[src/rtl/log_offset_lut_arbiter.sv]
// Round-robin arbiter sharing one registered log-offset LUT between NUM_REQ lanes.
// Tracks each grant through a 2-stage pipeline and returns the LUT result tagged to its lane.
module log_offset_lut_arbiter #(
  parameter int NUM_REQ = 4,
  parameter int IDX_W   = 5,
  parameter int DATA_W  = 40,
  parameter int ID_W    = $clog2(NUM_REQ)
) (
  input  logic                     clk,
  input  logic                     rst,
  input  logic                     stall,
  input  logic [NUM_REQ-1:0]       req_valid,
  input  logic [NUM_REQ*IDX_W-1:0] req_idx,
  output logic [NUM_REQ-1:0]       req_ready,
  output logic [IDX_W-1:0]         lut_idx,
  input  logic [DATA_W-1:0]        lut_data,
  output logic [NUM_REQ-1:0]       rsp_valid,
  output logic [ID_W-1:0]          rsp_id,
  output logic [DATA_W-1:0]        rsp_data,
  output logic                     busy
);

  logic [ID_W-1:0]  rr_ptr_reg;
  logic [ID_W-1:0]  rr_ptr_next;
  logic [IDX_W-1:0] lut_idx_reg;
  logic             s1_vld_reg;
  logic [ID_W-1:0]  s1_id_reg;
  logic             s2_vld_reg;
  logic [ID_W-1:0]  s2_id_reg;

  logic             grant_vld;
  logic [ID_W-1:0]  grant_id;
  logic [ID_W:0]    cand;
  logic [IDX_W-1:0] grant_idx;

  // Search from rr_ptr, wrapping modulo NUM_REQ (which need not be a power of two).
  always_comb begin
    grant_vld = 1'b0;
    grant_id  = '0;
    cand      = '0;
    if (!rst && !stall) begin
      for (int k = 0; k < NUM_REQ; k++) begin
        cand = {1'b0, rr_ptr_reg} + (ID_W+1)'(k);
        if (cand >= (ID_W+1)'(NUM_REQ)) begin
          cand = cand - (ID_W+1)'(NUM_REQ);
        end
        if (!grant_vld && req_valid[cand[ID_W-1:0]]) begin
          grant_vld = 1'b1;
          grant_id  = cand[ID_W-1:0];
        end
      end
    end
  end

  assign grant_idx   = req_idx[int'(grant_id)*IDX_W +: IDX_W];
  assign rr_ptr_next = (grant_id == ID_W'(NUM_REQ-1)) ? '0 : grant_id + ID_W'(1);

  always_ff @(posedge clk) begin
    if (rst) begin
      rr_ptr_reg  <= '0;
      lut_idx_reg <= '0;
      s1_vld_reg  <= 1'b0;
      s1_id_reg   <= '0;
      s2_vld_reg  <= 1'b0;
      s2_id_reg   <= '0;
    end else begin
      s2_vld_reg <= s1_vld_reg;
      s2_id_reg  <= s1_id_reg;
      if (grant_vld) begin
        rr_ptr_reg  <= rr_ptr_next;
        lut_idx_reg <= grant_idx;
        s1_vld_reg  <= 1'b1;
        s1_id_reg   <= grant_id;
      end else begin
        s1_vld_reg  <= 1'b0;
      end
    end
  end

  generate
    for (genvar gi = 0; gi < NUM_REQ; gi++) begin : g_lane
      assign req_ready[gi] = grant_vld && (grant_id == ID_W'(gi));
      // Responses are suppressed during the reset cycle itself, not just after it.
      assign rsp_valid[gi] = !rst && s2_vld_reg && (s2_id_reg == ID_W'(gi));
    end
  endgenerate

  assign lut_idx  = lut_idx_reg;
  assign rsp_id   = s2_id_reg;
  assign rsp_data = lut_data;
  assign busy     = !rst && (s1_vld_reg || s2_vld_reg);

endmodule

[config.mk]
export PLATFORM = sky130hd
export DESIGN_NAME = log_offset_lut_arbiter
export DESIGN_NICKNAME = d
export VERILOG_FILES = /design/src/rtl/log_offset_lut_arbiter.sv
export SDC_FILE = /design/constraint.sdc
export NUM_CORES = 1
export LEC_CHECK = 0
export ABC_AREA = 1
export ABC_CLOCK_PERIOD_IN_PS = 4540
export CAP_MARGIN = 20
export CORE_MARGIN = 1.5
export CORE_UTILIZATION = 34
export CTS_CLUSTER_DIAMETER = 150
export CTS_CLUSTER_SIZE = 8
export DETAILED_ROUTE_END_ITERATION = 16
export PLACE_DENSITY = 0.88
export SLEW_MARGIN = 20
export SYNTH_ARGS = -nofsm -noshare
export SYNTH_HDL_FRONTEND = slang
export SYNTH_SLANG_ARGS = --single-unit
export TNS_END_PERCENT = 5
[constraint.sdc]
create_clock -name clk -period 4.54 [get_ports clk]
set_input_delay 0.681 -clock clk [delete_from_list [all_inputs] [get_ports clk]]
set_output_delay 0.681 -clock clk [all_outputs]
set_load 0.05 [all_outputs]
Word-level counts from Yosys, hierarchy flattened
Cells that the tools add are included.

word-level totals
  register bits = 13
  latch bits = 0
  RAM bits = 0
  bits in read-only memories = 0
  input port bits = 67
  output and inout port bits = 56
  word-level logic and storage cells = 83
  memories kept = 0

operators by class
  add/subtract/negate cells = 8
  $mul = 1
  div/mod/pow operators = 0
  order comparisons = 8
  eq/ne operators = 6
  shifts and indexed selects = 1
  mux-type cells = 31
  bitwise logic cells = 0
  reductions and logical operators = 22

operator list
  operator                                                                      count
  2-bit 2-to-1 mux                                                              14
  20-bit by 6-bit indexed part select with 5-bit output                         1
  1-bit logical AND                                                             14
  1-bit 2-to-1 mux                                                              13
  2-bit by 3-bit less-than comparator with 1-bit output, second input constant  4
  3-bit >= comparator, second input constant                                    3
  1-bit binary-select mux with 2-bit select                                     4
  2-bit equality test, second input constant                                    4
  2-bit by 1-bit subtractor with 2-bit output, second input constant            4
  2-bit by 2-bit adder with 3-bit output, second input constant                 2
  1-bit zero test                                                               5
  2-bit by 3-bit multiplier with 5-bit output, second input constant            1
  2-bit by 1-bit equality test with 1-bit output, second input constant         2
  2-bit zero test                                                               2
  2-bit by 1-bit adder with 3-bit output, second input constant                 1
  2-bit by 3-bit >= comparator with 1-bit output, second input constant         1
  2-bit by 1-bit adder with 2-bit output, second input constant                 1
  1-bit logical OR                                                              1

Longest topological paths before layout
  word-level depth = 21
  depth in mapped cells = 15
  mapped depth without buffers = 15

Worst setup path before layout
No wires, ideal clock.

  path type = input -> output
  start = input port req_valid[2]
  end = output port req_ready[0]
  data arrival time = 2.298 ns
  required time = 3.859 ns
  setup slack = 1.561 ns
  stages on the path = 12
  path buffers = 1
  cell sequence = inv_1 > nand2_1 > nand3_2 > nand2_4 > nor2_1 > nor2_1 > nand2_4 > nand3_4 > buf_6 > ha_1 > inv_1 > nor2_1

between the ends
  word-level cells in the longest chain between the ends = 18
  elaborated cells between the ends (all ways) = 29
  those cells by class = mux: 21; reduce/logical: 8

RTL lines
  item                                       line  text
  from (decl)                                12    input logic [NUM_REQ-1:0] req_valid,
  1-bit binary-select mux with 2-bit select  47    if (!grant_vld && req_valid[cand[ID_W-1:0]]) begin
  1-bit 2-to-1 mux (not written as such)     47
  1-bit 2-to-1 mux                           47
  1-bit 2-to-1 mux                           41    if (!rst && !stall) begin
  1-bit zero test                            47
  1-bit logical AND                          47
  1-bit 2-to-1 mux                           47
  1-bit 2-to-1 mux                           41
  [2 not listed]                             --
  1-bit 2-to-1 mux                           47
  1-bit 2-to-1 mux                           41
  1-bit zero test                            47
  1-bit logical AND                          47
  2-bit 2-to-1 mux                           47
  2-bit 2-to-1 mux                           41
  2-bit zero test                            82    assign req_ready[gi] = grant_vld && (grant_id == ID_W'(gi));
  1-bit logical AND *                        82
  to (decl)                                  14    output logic [NUM_REQ-1:0] req_ready,

Every way passes the cells marked *; elsewhere a longest branch is shown, timed or not. The select of a mux whose other input is x is not followed.

Final worst setup path
  start = input port req_valid[3]
  end = output port req_ready[0]

Same word-level chain as after synthesis.

==> key figures <==
Die
  • Die X: roughly 66 um
  • Initial Util: 0.360
  • Io pins: 123
  • Core Box Area: 0.00374 sq mm
  • # rows: 22
  • DIE AREA: 0.00435 sq mm
  • Die height: 66.0 um

Timing
  • Final Setup Violations: 0
  • Measured slew at the worst slew-check pin: 0.519 ns
  • Fin. max-slew vios: 0
  • F_max: 0.250 GHz
  • Final Skew: 0.00418 ns
  • RSZ-0062 raised after global routing: no
  • Period Utilization, post-route: 0.880
  • Final setup TNS: 0 ns
  • Final hold violations: 0
  • Max-slew headroom at the worst pin: 0.653
  • Post-route minimum period: 4.00 ns

Yosys
  • Sequential element share of the synthesized area: 0.193
  • Synthesized area: 0.00135 sq mm
  • Async set or reset register ratio after synthesis: 0
  • Post-synth EDFFs: 0
  • Mapped Avg Cell Area: between 6 and 7 sq um
  • Yosys reg bits: 13
  • Synth Instances: 205
  • Most common flop cell mapped by yosys: dfxtp_1
  • Netlist cell types: 24
  • Yosys warns: 0
  • Syn nets: between 200 and 300

Clocking
  • Clk buf depth: 2
  • Cts repair resizes: 0
  • CTS tree: done
  • H-tree depth: 1
  • Hold_buf cts: 0
  • Num CTS Buffers: 3
  • Post-CTS setup repair buffer count: 0
  • Clock latency on the worst-skew pair: 0.24 ns
  • CTS sink count: 13
  • Root Buffer: clkbuf_8
  • Reg clk slew, reported paths: approximately 0.050 ns

Routing
  • Final wirelength: about 2900 um
  • Drt wl/cell: 11.2 um
  • # DRC: 0
  • Via Count: 1,207
  • DRT antenna net count: 0
  • TritonRoute pass-1 iters: 4
  • Initial drt markers: 32
  • Detail-routed via count per cell: 4.75

Critical path
  • Crit Path Max Fanout: 15
  • Crit end category: primary output
  • CP required: 3.86 ns
  • Crit Path Class: primary input to primary output
  • Internal reg-to-reg setup slack: 2.08 ns
  • Worst EP arrival: between 3 and 4 ns
  • Crit start category: primary input

Final layout
  • Fillers: 405
  • Nets: 275
  • Post-route cell area: roughly 0.0015 sq mm
  • Commonest non-fill, non-tap cell in the layout: nand2_1
  • Layout overhead on the synthesized area: 12.2%
  • Storage cell area: 260 sq um
  • Area taken by multi-input logic gates: roughly 620 sq um
  • N_diodes: 0
  • Commonest cells after routing, fill and taps aside: 50 x nand2_1, 42 x clkdlybuf4s50_1, 23 x nand3_1
  • Share of layout cells above drive strength 1: 0.107
  • Max FFs per register: 5

Run
  • Max-cap violations: 0

Placement
  • IO buf count: 42
  • Dpl hpwl: 2240 um
  • GP Congestion: 0.810
  • Area post-placement: about 0.0015 sq mm

Power
  • PD cells: 328 mW/mm^2
  • Pleak: 0.000725 uW
  • Peak VDD IR: 96.8 uV
  • Total power: 496 uW

Run status
  • Status: completed

Global route
  • Largest net degree at the start of global routing: 16
  • Vias in the first global route: 1,146
  • First-pass GRT wire length: 4850 um
  • All-Layer GR Usage: 0.140
  • Total grt overflow: 0
  • Initial antenna violation count: 0

Min path
  • Worst hold path class: register to register
metal layers:
metal  GRT usage  part of all wire
met1       0.153              0.41
met2       0.244              0.48
met3      0.0307             0.078
met4      0.0867             0.030
met5           0                 0
kinds of logic (layout without fill, tap and decap cells):
logic type      after synthesis  after routing  share of synthesized area
compound gates                8              8                     0.0316
fa+ha+maj                     1              1                    0.00928
buf+inv                      71             72                      0.344
flops                        13             13                      0.193
simple gates                112            112                      0.422
final timing paths:
path	start	end	cells after the start
hold / removal	s1_vld_reg	s2_vld_reg	2
hold reg to reg	s1_vld_reg	s2_vld_reg	2
setup reg to reg	rr_ptr_reg[0]	rr_ptr_reg[1]	10
setup / recovery	req_valid[3]	req_ready[0]	13
stage by stage:
step / setup WS [ns] / hold WS, ns / utilization / std cells
3_5_place_dp: 0.549 / 0.413 / 0.392 / 250
2_1_floorplan: 1.56 / 0.400 / - / 205
6_report: 0.544 / 0.420 / 0.404 / 254
5_1_grt: 0.279 / 0.448 / 0.404 / 254
3_3_place_gp: 0.544 / 0.406 / 0.392 / 250
4_1_cts: 0.549 / 0.422 / 0.404 / 254
layout make-up:
class | instances | share of cell area
sequential | 13 | 0.172
timing repair buffer | 43 | 0.283
clock buffer | 4 | 0.0298
inverter | 25 | 0.0629
multi-input combinational | 121 | 0.412
tap | 48 | 0.0397
worst max-delay path: stages:
cell and delay (ns):
clkdlybuf4s50_1 0.47, inv_1 0.06, nand2_1 0.06, nand2_1 0.07, nand2_1 0.07, nand2_1 0.07, a21oi_1 0.12, nand2_1 0.29
nand3_4 0.30, ha_1 0.18, inv_1 0.04, nor2_1 0.09, clkdlybuf4s50_1 0.82
where the power goes:
group | internal (uW) | switching, uW | leakage (uW)
logic | 89.0 | 159 | 0.000595
clock network | 61.9 | 41.0 | 0.0000228
registers | 130 | 14.0 | 0.000107
cell usage after synthesis, types with 2 or more instances:
library cell,instances,area [sq um]
dfxtp_1,13,260
nand3_1,23,115
a21oi_1,2,10.0
nor3_1,4,20.0
nand2_4,4,45.0
inv_1,22,82.6
nand2_1,50,188
a31oi_1,2,12.5
nor2_1,9,33.8
nand4_1,10,62.6
o21ai_0,3,15.0
nand2_2,6,37.5
nand3_2,3,30.0
buf_6,3,33.8
buf_4,40,300
inv_2,2,7.51
clkbuf_8,2,27.5
Note: power is estimated with default switching activity, not from simulation.
